===== src/rtl/cic_pkg.sv =====
// Shared CIC decimator definitions: filter output width, buffered sample width
// and the capture-timer state encoding.
package cic_pkg;

  localparam int CIC_WIDTH     = 25;
  localparam int CIC_OUT_WIDTH = 16;

  typedef logic signed [CIC_WIDTH-1:0] cic_sample_t;

  typedef enum logic {
    TMR_IDLE,
    TMR_COUNT
  } tmr_state_e;

endpackage


===== src/rtl/cic_sample_fifo.sv =====
// Synchronous show-ahead FIFO: head word is visible on rdata_o while non-empty,
// and reads as zero when empty. A pop on a full FIFO frees the slot for a same-cycle push.
module cic_sample_fifo #(
  parameter int WIDTH = 16,
  parameter int DEPTH = 8
) (
  input  logic                       clk,
  input  logic                       reset_n,
  input  logic                       push_i,
  input  logic [WIDTH-1:0]           wdata_i,
  input  logic                       pop_i,
  output logic [WIDTH-1:0]           rdata_o,
  output logic                       full_o,
  output logic                       empty_o,
  output logic [$clog2(DEPTH+1)-1:0] count_o
);

  localparam int AW = $clog2(DEPTH);
  localparam int CW = $clog2(DEPTH+1);

  logic [WIDTH-1:0] mem_q [DEPTH];
  logic [AW-1:0]    wr_ptr_q, rd_ptr_q;
  logic [CW-1:0]    count_q, count_d;
  logic             do_push, do_pop;

  assign empty_o = (count_q == '0);
  assign full_o  = (count_q == CW'(DEPTH));
  assign count_o = count_q;
  assign rdata_o = empty_o ? '0 : mem_q[rd_ptr_q];

  assign do_pop  = pop_i & ~empty_o;
  assign do_push = push_i & (~full_o | do_pop);

  always_comb begin
    count_d = count_q;
    case ({do_push, do_pop})
      2'b10:   count_d = count_q + CW'(1);
      2'b01:   count_d = count_q - CW'(1);
      default: count_d = count_q;
    endcase
  end

  // Storage carries no reset so it can map onto distributed RAM.
  always_ff @(posedge clk) begin
    if (do_push) mem_q[wr_ptr_q] <= wdata_i;
  end

  always_ff @(posedge clk or negedge reset_n) begin
    if (!reset_n) begin
      wr_ptr_q <= '0;
      rd_ptr_q <= '0;
      count_q  <= '0;
    end else begin
      if (do_push) wr_ptr_q <= wr_ptr_q + AW'(1);
      if (do_pop)  rd_ptr_q <= rd_ptr_q + AW'(1);
      count_q <= count_d;
    end
  end

endmodule


===== src/rtl/cic_sample_buffer.sv =====
// CIC output stage: times a capture after each divided_clk rise, rescales the
// sample (shift, optional round-half-up, saturate) and queues it for readout.
module cic_sample_buffer
  import cic_pkg::*;
#(
  parameter int IN_WIDTH      = CIC_WIDTH,
  parameter int OUT_WIDTH     = CIC_OUT_WIDTH,
  parameter int DEPTH         = 8,
  parameter int CAPTURE_DELAY = 2
) (
  input  logic                        clk,
  input  logic                        reset_n,
  input  logic                        divided_clk,
  input  logic signed [IN_WIDTH-1:0]  sample_in,
  input  logic                        enable,
  input  logic [3:0]                  shift_sel,
  input  logic                        round_en,
  output logic [OUT_WIDTH-1:0]        dout,
  output logic                        dout_valid,
  input  logic                        dout_ready,
  output logic [$clog2(DEPTH+1)-1:0]  fill_level,
  output logic                        overflow,
  input  logic                        overflow_clr
);

  localparam int MAX_SHIFT = IN_WIDTH - OUT_WIDTH;
  localparam logic signed [IN_WIDTH:0] SAT_MAX =
    $signed((IN_WIDTH+1)'((64'd1 << (OUT_WIDTH-1)) - 64'd1));
  localparam logic signed [IN_WIDTH:0] SAT_MIN = ~SAT_MAX;

  logic                       div_q;
  logic                       rise;
  tmr_state_e                 state_q, state_d;
  logic [3:0]                 count_q, count_d;
  logic                       push;
  logic                       overflow_q, overflow_d;
  logic                       fifo_full, fifo_empty, pop;

  logic [3:0]                 shift_eff;
  logic [IN_WIDTH:0]          round_add;
  logic signed [IN_WIDTH:0]   x_wide, y_wide;
  logic [OUT_WIDTH-1:0]       scaled;

  assign rise = divided_clk & ~div_q;

  // A rise always (re)starts the timer; a pending capture is then abandoned.
  always_comb begin
    state_d = state_q;
    count_d = count_q;
    push    = 1'b0;
    if (!enable) begin
      state_d = TMR_IDLE;
      count_d = '0;
    end else if (rise) begin
      if (CAPTURE_DELAY == 0) begin
        push    = 1'b1;
        state_d = TMR_IDLE;
        count_d = '0;
      end else begin
        state_d = TMR_COUNT;
        count_d = 4'(CAPTURE_DELAY);
      end
    end else if (state_q == TMR_COUNT) begin
      if (count_q == 4'd1) begin
        push    = 1'b1;
        state_d = TMR_IDLE;
        count_d = '0;
      end else begin
        count_d = count_q - 4'd1;
      end
    end
  end

  always_comb begin
    shift_eff = (int'(shift_sel) > MAX_SHIFT) ? 4'(MAX_SHIFT) : shift_sel;
    round_add = (round_en && shift_eff != 4'd0) ?
                ((IN_WIDTH+1)'(1) << (shift_eff - 4'd1)) : '0;
    // One guard bit keeps the rounding add from wrapping at full scale.
    x_wide    = $signed({sample_in[IN_WIDTH-1], sample_in}) + $signed(round_add);
    y_wide    = x_wide >>> shift_eff;
    if (y_wide > SAT_MAX)      scaled = SAT_MAX[OUT_WIDTH-1:0];
    else if (y_wide < SAT_MIN) scaled = SAT_MIN[OUT_WIDTH-1:0];
    else                       scaled = y_wide[OUT_WIDTH-1:0];
  end

  assign pop = dout_valid & dout_ready;

  always_comb begin
    overflow_d = overflow_q;
    if (overflow_clr)                   overflow_d = 1'b0;
    if (push && fifo_full && !pop)      overflow_d = 1'b1;
  end

  always_ff @(posedge clk or negedge reset_n) begin
    if (!reset_n) begin
      div_q      <= 1'b0;
      state_q    <= TMR_IDLE;
      count_q    <= '0;
      overflow_q <= 1'b0;
    end else begin
      div_q      <= divided_clk;
      state_q    <= state_d;
      count_q    <= count_d;
      overflow_q <= overflow_d;
    end
  end

  cic_sample_fifo #(
    .WIDTH (OUT_WIDTH),
    .DEPTH (DEPTH)
  ) u_fifo (
    .clk     (clk),
    .reset_n (reset_n),
    .push_i  (push),
    .wdata_i (scaled),
    .pop_i   (pop),
    .rdata_o (dout),
    .full_o  (fifo_full),
    .empty_o (fifo_empty),
    .count_o (fill_level)
  );

  assign dout_valid = ~fifo_empty;
  assign overflow   = overflow_q;

endmodule


===== config.mk =====
export PLATFORM = sky130hd
export DESIGN_NAME = cic_sample_buffer
export DESIGN_NICKNAME = d
export VERILOG_FILES = /design/src/rtl/cic_pkg.sv /design/src/rtl/cic_sample_fifo.sv /design/src/rtl/cic_sample_buffer.sv
export SDC_FILE = /design/constraint.sdc
export NUM_CORES = 1
export LEC_CHECK = 0
export CORE_MARGIN = 4
export CORE_UTILIZATION = 50
export DETAILED_ROUTE_END_ITERATION = 10
export PLACE_DENSITY = 0.69
export SLEW_MARGIN = 40
export SYNTH_ARGS = -nofsm -noshare
export SYNTH_HDL_FRONTEND = slang
export SYNTH_SLANG_ARGS = --single-unit
export TNS_END_PERCENT = 1

===== constraint.sdc =====
create_clock -name clk -period 3.6 [get_ports clk]
set_input_delay 0.72 -clock clk [delete_from_list [all_inputs] [get_ports clk]]
set_output_delay 0.72 -clock clk [all_outputs]
set_load 0.05 [all_outputs]

==> impl_metrics.py <==
metrics = {
    "outcome": {
        "status": "finished, violations left",
        "violations": "setup timing",
    },
    "setup_path": {
        "reg2reg_slack_ns": 1.06,
        "reg2reg_from": "u_fifo.count_o[1]$_DFFE_PN0P_",
        "worstSetupEndpointType": "flip-flop",
        "cp.arrival_ns": 4.43,
        "cp-start-kind": "primary input",
        "critPathRequiredTime_ns": 3.76,
        "r2r_cells": 10,
        "path_max_fanout": 8,
        "r2r_end": "u_fifo.count_o[3]$_DFFE_PN0P_",
        "crit_type": "primary input to flip-flop",
    },
    "floorplan": {
        "die_w_microns": 137.4,
        "core-area_sq_mm": 0.01652,
        "ios": 58,
        "die_h_microns": 137.4,
        "start_util": 0.5069,
        "dieArea_sq_mm": 0.01889,
        "row_count": 47,
    },
    "final_layout": {
        "syn2layout_area_growth_pct": 35.27,
        "layout_commonest_cell": "buf_4",
        "final_area_sq_mm": 0.01133,
        "fin_nets": 979,
        "n_fill_cell": 1181,
        "multi_input_area_sq_mm": 0.004290,
        "layout_common_cells": "buf_4, edfxtp_1, nand2_1, nor2_1, a21oi_1",
        "final_util": 0.6857,
        "diodes": 0,
        "seqCellArea_sq_mm": 0.004270,
        "drive_above_1_share": 0.3530,
    },
    "route": {
        "drtPass1Iterations": 5,
        "dr_total_vias": 6697,
        "avgViaCountPerCell": 5.813,
        "ant_nets": 0,
        "route.final.wire_length_microns": 22850,
        "first_iter_violations": 603,
        "route.detailed.drc": 0,
        "wl_per_cell_microns": 19.84,
    },
    "global_route": {
        "antenna_found_initial": 0,
        "grt_overflow_total": 0,
        "grt_usage": 0.2521,
        "grt_pass1_vias": 6717,
        "grt_start_max_net_pins": 28,
        "grt_pass1_wl_microns": 36110,
    },
    "clock_tree": {
        "cts_root_buf": "clkbuf_16",
        "clkTransAtPathRegs_ns": 0.06,
        "cts_sinks": 145,
        "ctsHoldBuffers": 0,
        "cts.htree.levels": 4,
        "clkLatencyLatePin_ns": 0.42,
        "cts_buffer_depth": 2,
        "cts_tree": "built",
        "cts_buffers": 17,
    },
    "placed_design": {
        "pre_cts_slack_ns": -1.463,
        "place_area_sq_mm": 0.01038,
        "port_buffers": 57,
        "routabilityCongestion": 0.9711,
        "dp.final_hpwl_microns": 16130,
    },
    "synth": {
        "synth_flop_cell": "edfxtp_1",
        "muxShareOfSynthArea": 0.1383,
        "ys_seq_area_frac": 0.5096,
        "synth_compound_gate_area_share": 0.1398,
        "synth_top_area_cell": "edfxtp_1",
        "async_flop_share": 0.1172,
        "synth_top_area_frac": 0.4588,
        "synth.distinct_cells": 76,
        "synthAdderAreaFrac": 0.03764,
        "synth_area_per_cell_sq_um": 11.97,
        "yosys-top-cells-area": "edfxtp_1, mux4_2, dfrtp_1",
        "synth_top_family_by_area": "compound AO/OA/AOI/OAI gates",
        "ys_warn_count": 0,
        "synth-xor-area-share": 0.02913,
        "synthSimpleGateAreaFrac": 0.1181,
        "netlist_area_sq_mm": 0.008377,
        "netlist_instances": 700,
        "ys_seq_elements": 145,
        "synth-edff-count": 128,
    },
    "power_and_ir_drop": {
        "p_leak_nw": 4.336,
        "p_sw_frac": 0.3722,
        "p_per_area_mw_per_mm2": 573.1,
        "p_total_w": 0.006494,
        "intPower_w": 0.004077,
        "seqPwrFrac": 0.320,
        "p_switching_w": 0.002417,
        "pwr-share-clk": 0.250,
        "combPwrFrac": 0.430,
        "ir_worst_vdd_mv": 0.4519,
    },
    "sta": {
        "setup_tns_ns": -76.92,
        "grt_setup_unrepaired": "yes",
        "worst_slew_pin_slew_ns": 0.7467,
        "finalCriticalPeriod_ns": 4.264,
        "hold_viol": 0,
        "finClkSkew_ns": 0.01119,
        "drv_slew": 0,
        "slew_headroom": 0.5022,
        "finalWorstSetupSlack_ns": -0.6640,
        "setup_violations": 120,
        "finalCritPeriodShare": 1.184,
        "max_freq_mhz": 234.5,
    },
    "flow_run": {
        "max_cap_violations": 0,
    },
    "min_path": {
        "min_path_type": "primary input to asynchronous set/reset pin",
    },
}
[power by group through the flow]
stage | sequential, W | combinational [W] | clock [W]
global placement | 0.00211 | 0.00267 | 0
global route | 0.00210 | 0.00298 | 0.00172
finish | 0.00208 | 0.00279 | 0.00162
floorplan | 0.00208 | 0.00186 | 0
detailed placement | 0.00212 | 0.00272 | 0
CTS | 0.00208 | 0.00279 | 0.00164
[layout make-up]
| cell class | instances | area share |
|---|---|---|
| flip-flops and latches | 145 | 0.3769 |
| well taps | 220 | 0.02429 |
| multi-input cells | 511 | 0.3786 |
| inverters | 11 | 0.003644 |
| clock inverters | 12 | 0.009828 |
| clock buffers | 20 | 0.03854 |
| repair buffers | 233 | 0.1682 |
[cell usage after synthesis (9+ instances only)]
library cell / count
mux2i_1: 37
xnor2_1: 16
clkbuf_1: 21
dfrtp_1: 17
nand2b_1: 11
a21oi_1: 44
buf_1: 9
a21o_1: 19
nand2_1: 63
nor3_1: 14
xor2_1: 10
o21ai_0: 30
ha_1: 22
nand3_1: 12
o211ai_1: 9
edfxtp_1: 128
a211oi_1: 12
nor2_1: 61
mux4_2: 32
inv_1: 11
[worst max-delay path, cell delays in order]
cell	delay, ns
buf_6	0.07
buf_6	0.08
or2_4	0.18
nor3_4	0.05
ha_2	0.20
fa_2	0.41
a211oi_2	0.24
o21ai_2	0.13
a21boi_2	0.21
o21a_2	0.21
buf_6	0.12
nor2_4	0.03
xor2_2	0.19
buf_4	0.16
a221oi_4	0.26
a211oi_2	0.13
o41ai_2	0.32
a41oi_2	0.23
buf_6	0.22
a31o_4	0.24
[flip-flops by register name, indices dropped and copies added (netlist names)]
name,cells
u_fifo.rd_ptr_q,3
u_fifo.wr_ptr_q,3
overflow,1
u_fifo.count_o,4
u_fifo.mem_q,128
state_q,1
count_q,4
div_q,1
[repair_timing]
| item | 4_1_cts | 5_1_grt |
|---|---|---|
| pin swaps | 20 | 19 |
| hold endpoints to repair | 0 | 0 |
| cloned | 1 | 0 |
| resized for setup | 48 | 24 |
| endpoints found under the setup margin | 120 | 120 |
| setup buffers | 13 | 5 |
[how the worst max path moves through the flow]
stage,start,endpoint,slack [ns],cells after the start
finish,shift_sel[2],u_fifo.mem_q[5][5]$_DFFE_PP_,-0.66,20
global route,shift_sel[2],u_fifo.mem_q[6][2]$_DFFE_PP_,-0.79,20
CTS,shift_sel[0],u_fifo.mem_q[4][1]$_DFFE_PP_,-0.69,18
global placement,shift_sel[1],u_fifo.mem_q[4][2]$_DFFE_PP_,-1.41,18
floorplan,shift_sel[2],u_fifo.mem_q[0][10]$_DFFE_PP_,-0.73,16
detailed placement,shift_sel[1],u_fifo.mem_q[5][5]$_DFFE_PP_,-1.46,17
[layer usage]
layer,share of wire,vias to the layer above,track usage
met2,0.49,224,0.4176
li1,-,3125,-
met1,0.43,3314,0.3464
met4,0.018,0,0.06264
met3,0.054,34,0.04492
met5,0,-,0
[kinds of logic (layout without fill, tap and decap cells)]
logic type,Yosys count,after routing
AOI/OAI and AO/OA,170,170
xor gates and xnor gates,27,27
adders and majority gates,24,24
buffers and inverters,50,276
DFF,145,145
muxes,75,75
other,1,7
and+or+nand+nor,208,208
[through the flow]
stage,hold WS (ns),cells
6_report,0.2077,1152
5_1_grt,0.2227,1152
4_1_cts,0.4924,1148
3_5_place_dp,0.4850,1102
3_3_place_gp,0.4857,1102
2_1_floorplan,0.4244,706
Note: power is estimated with default switching activity, not from simulation.
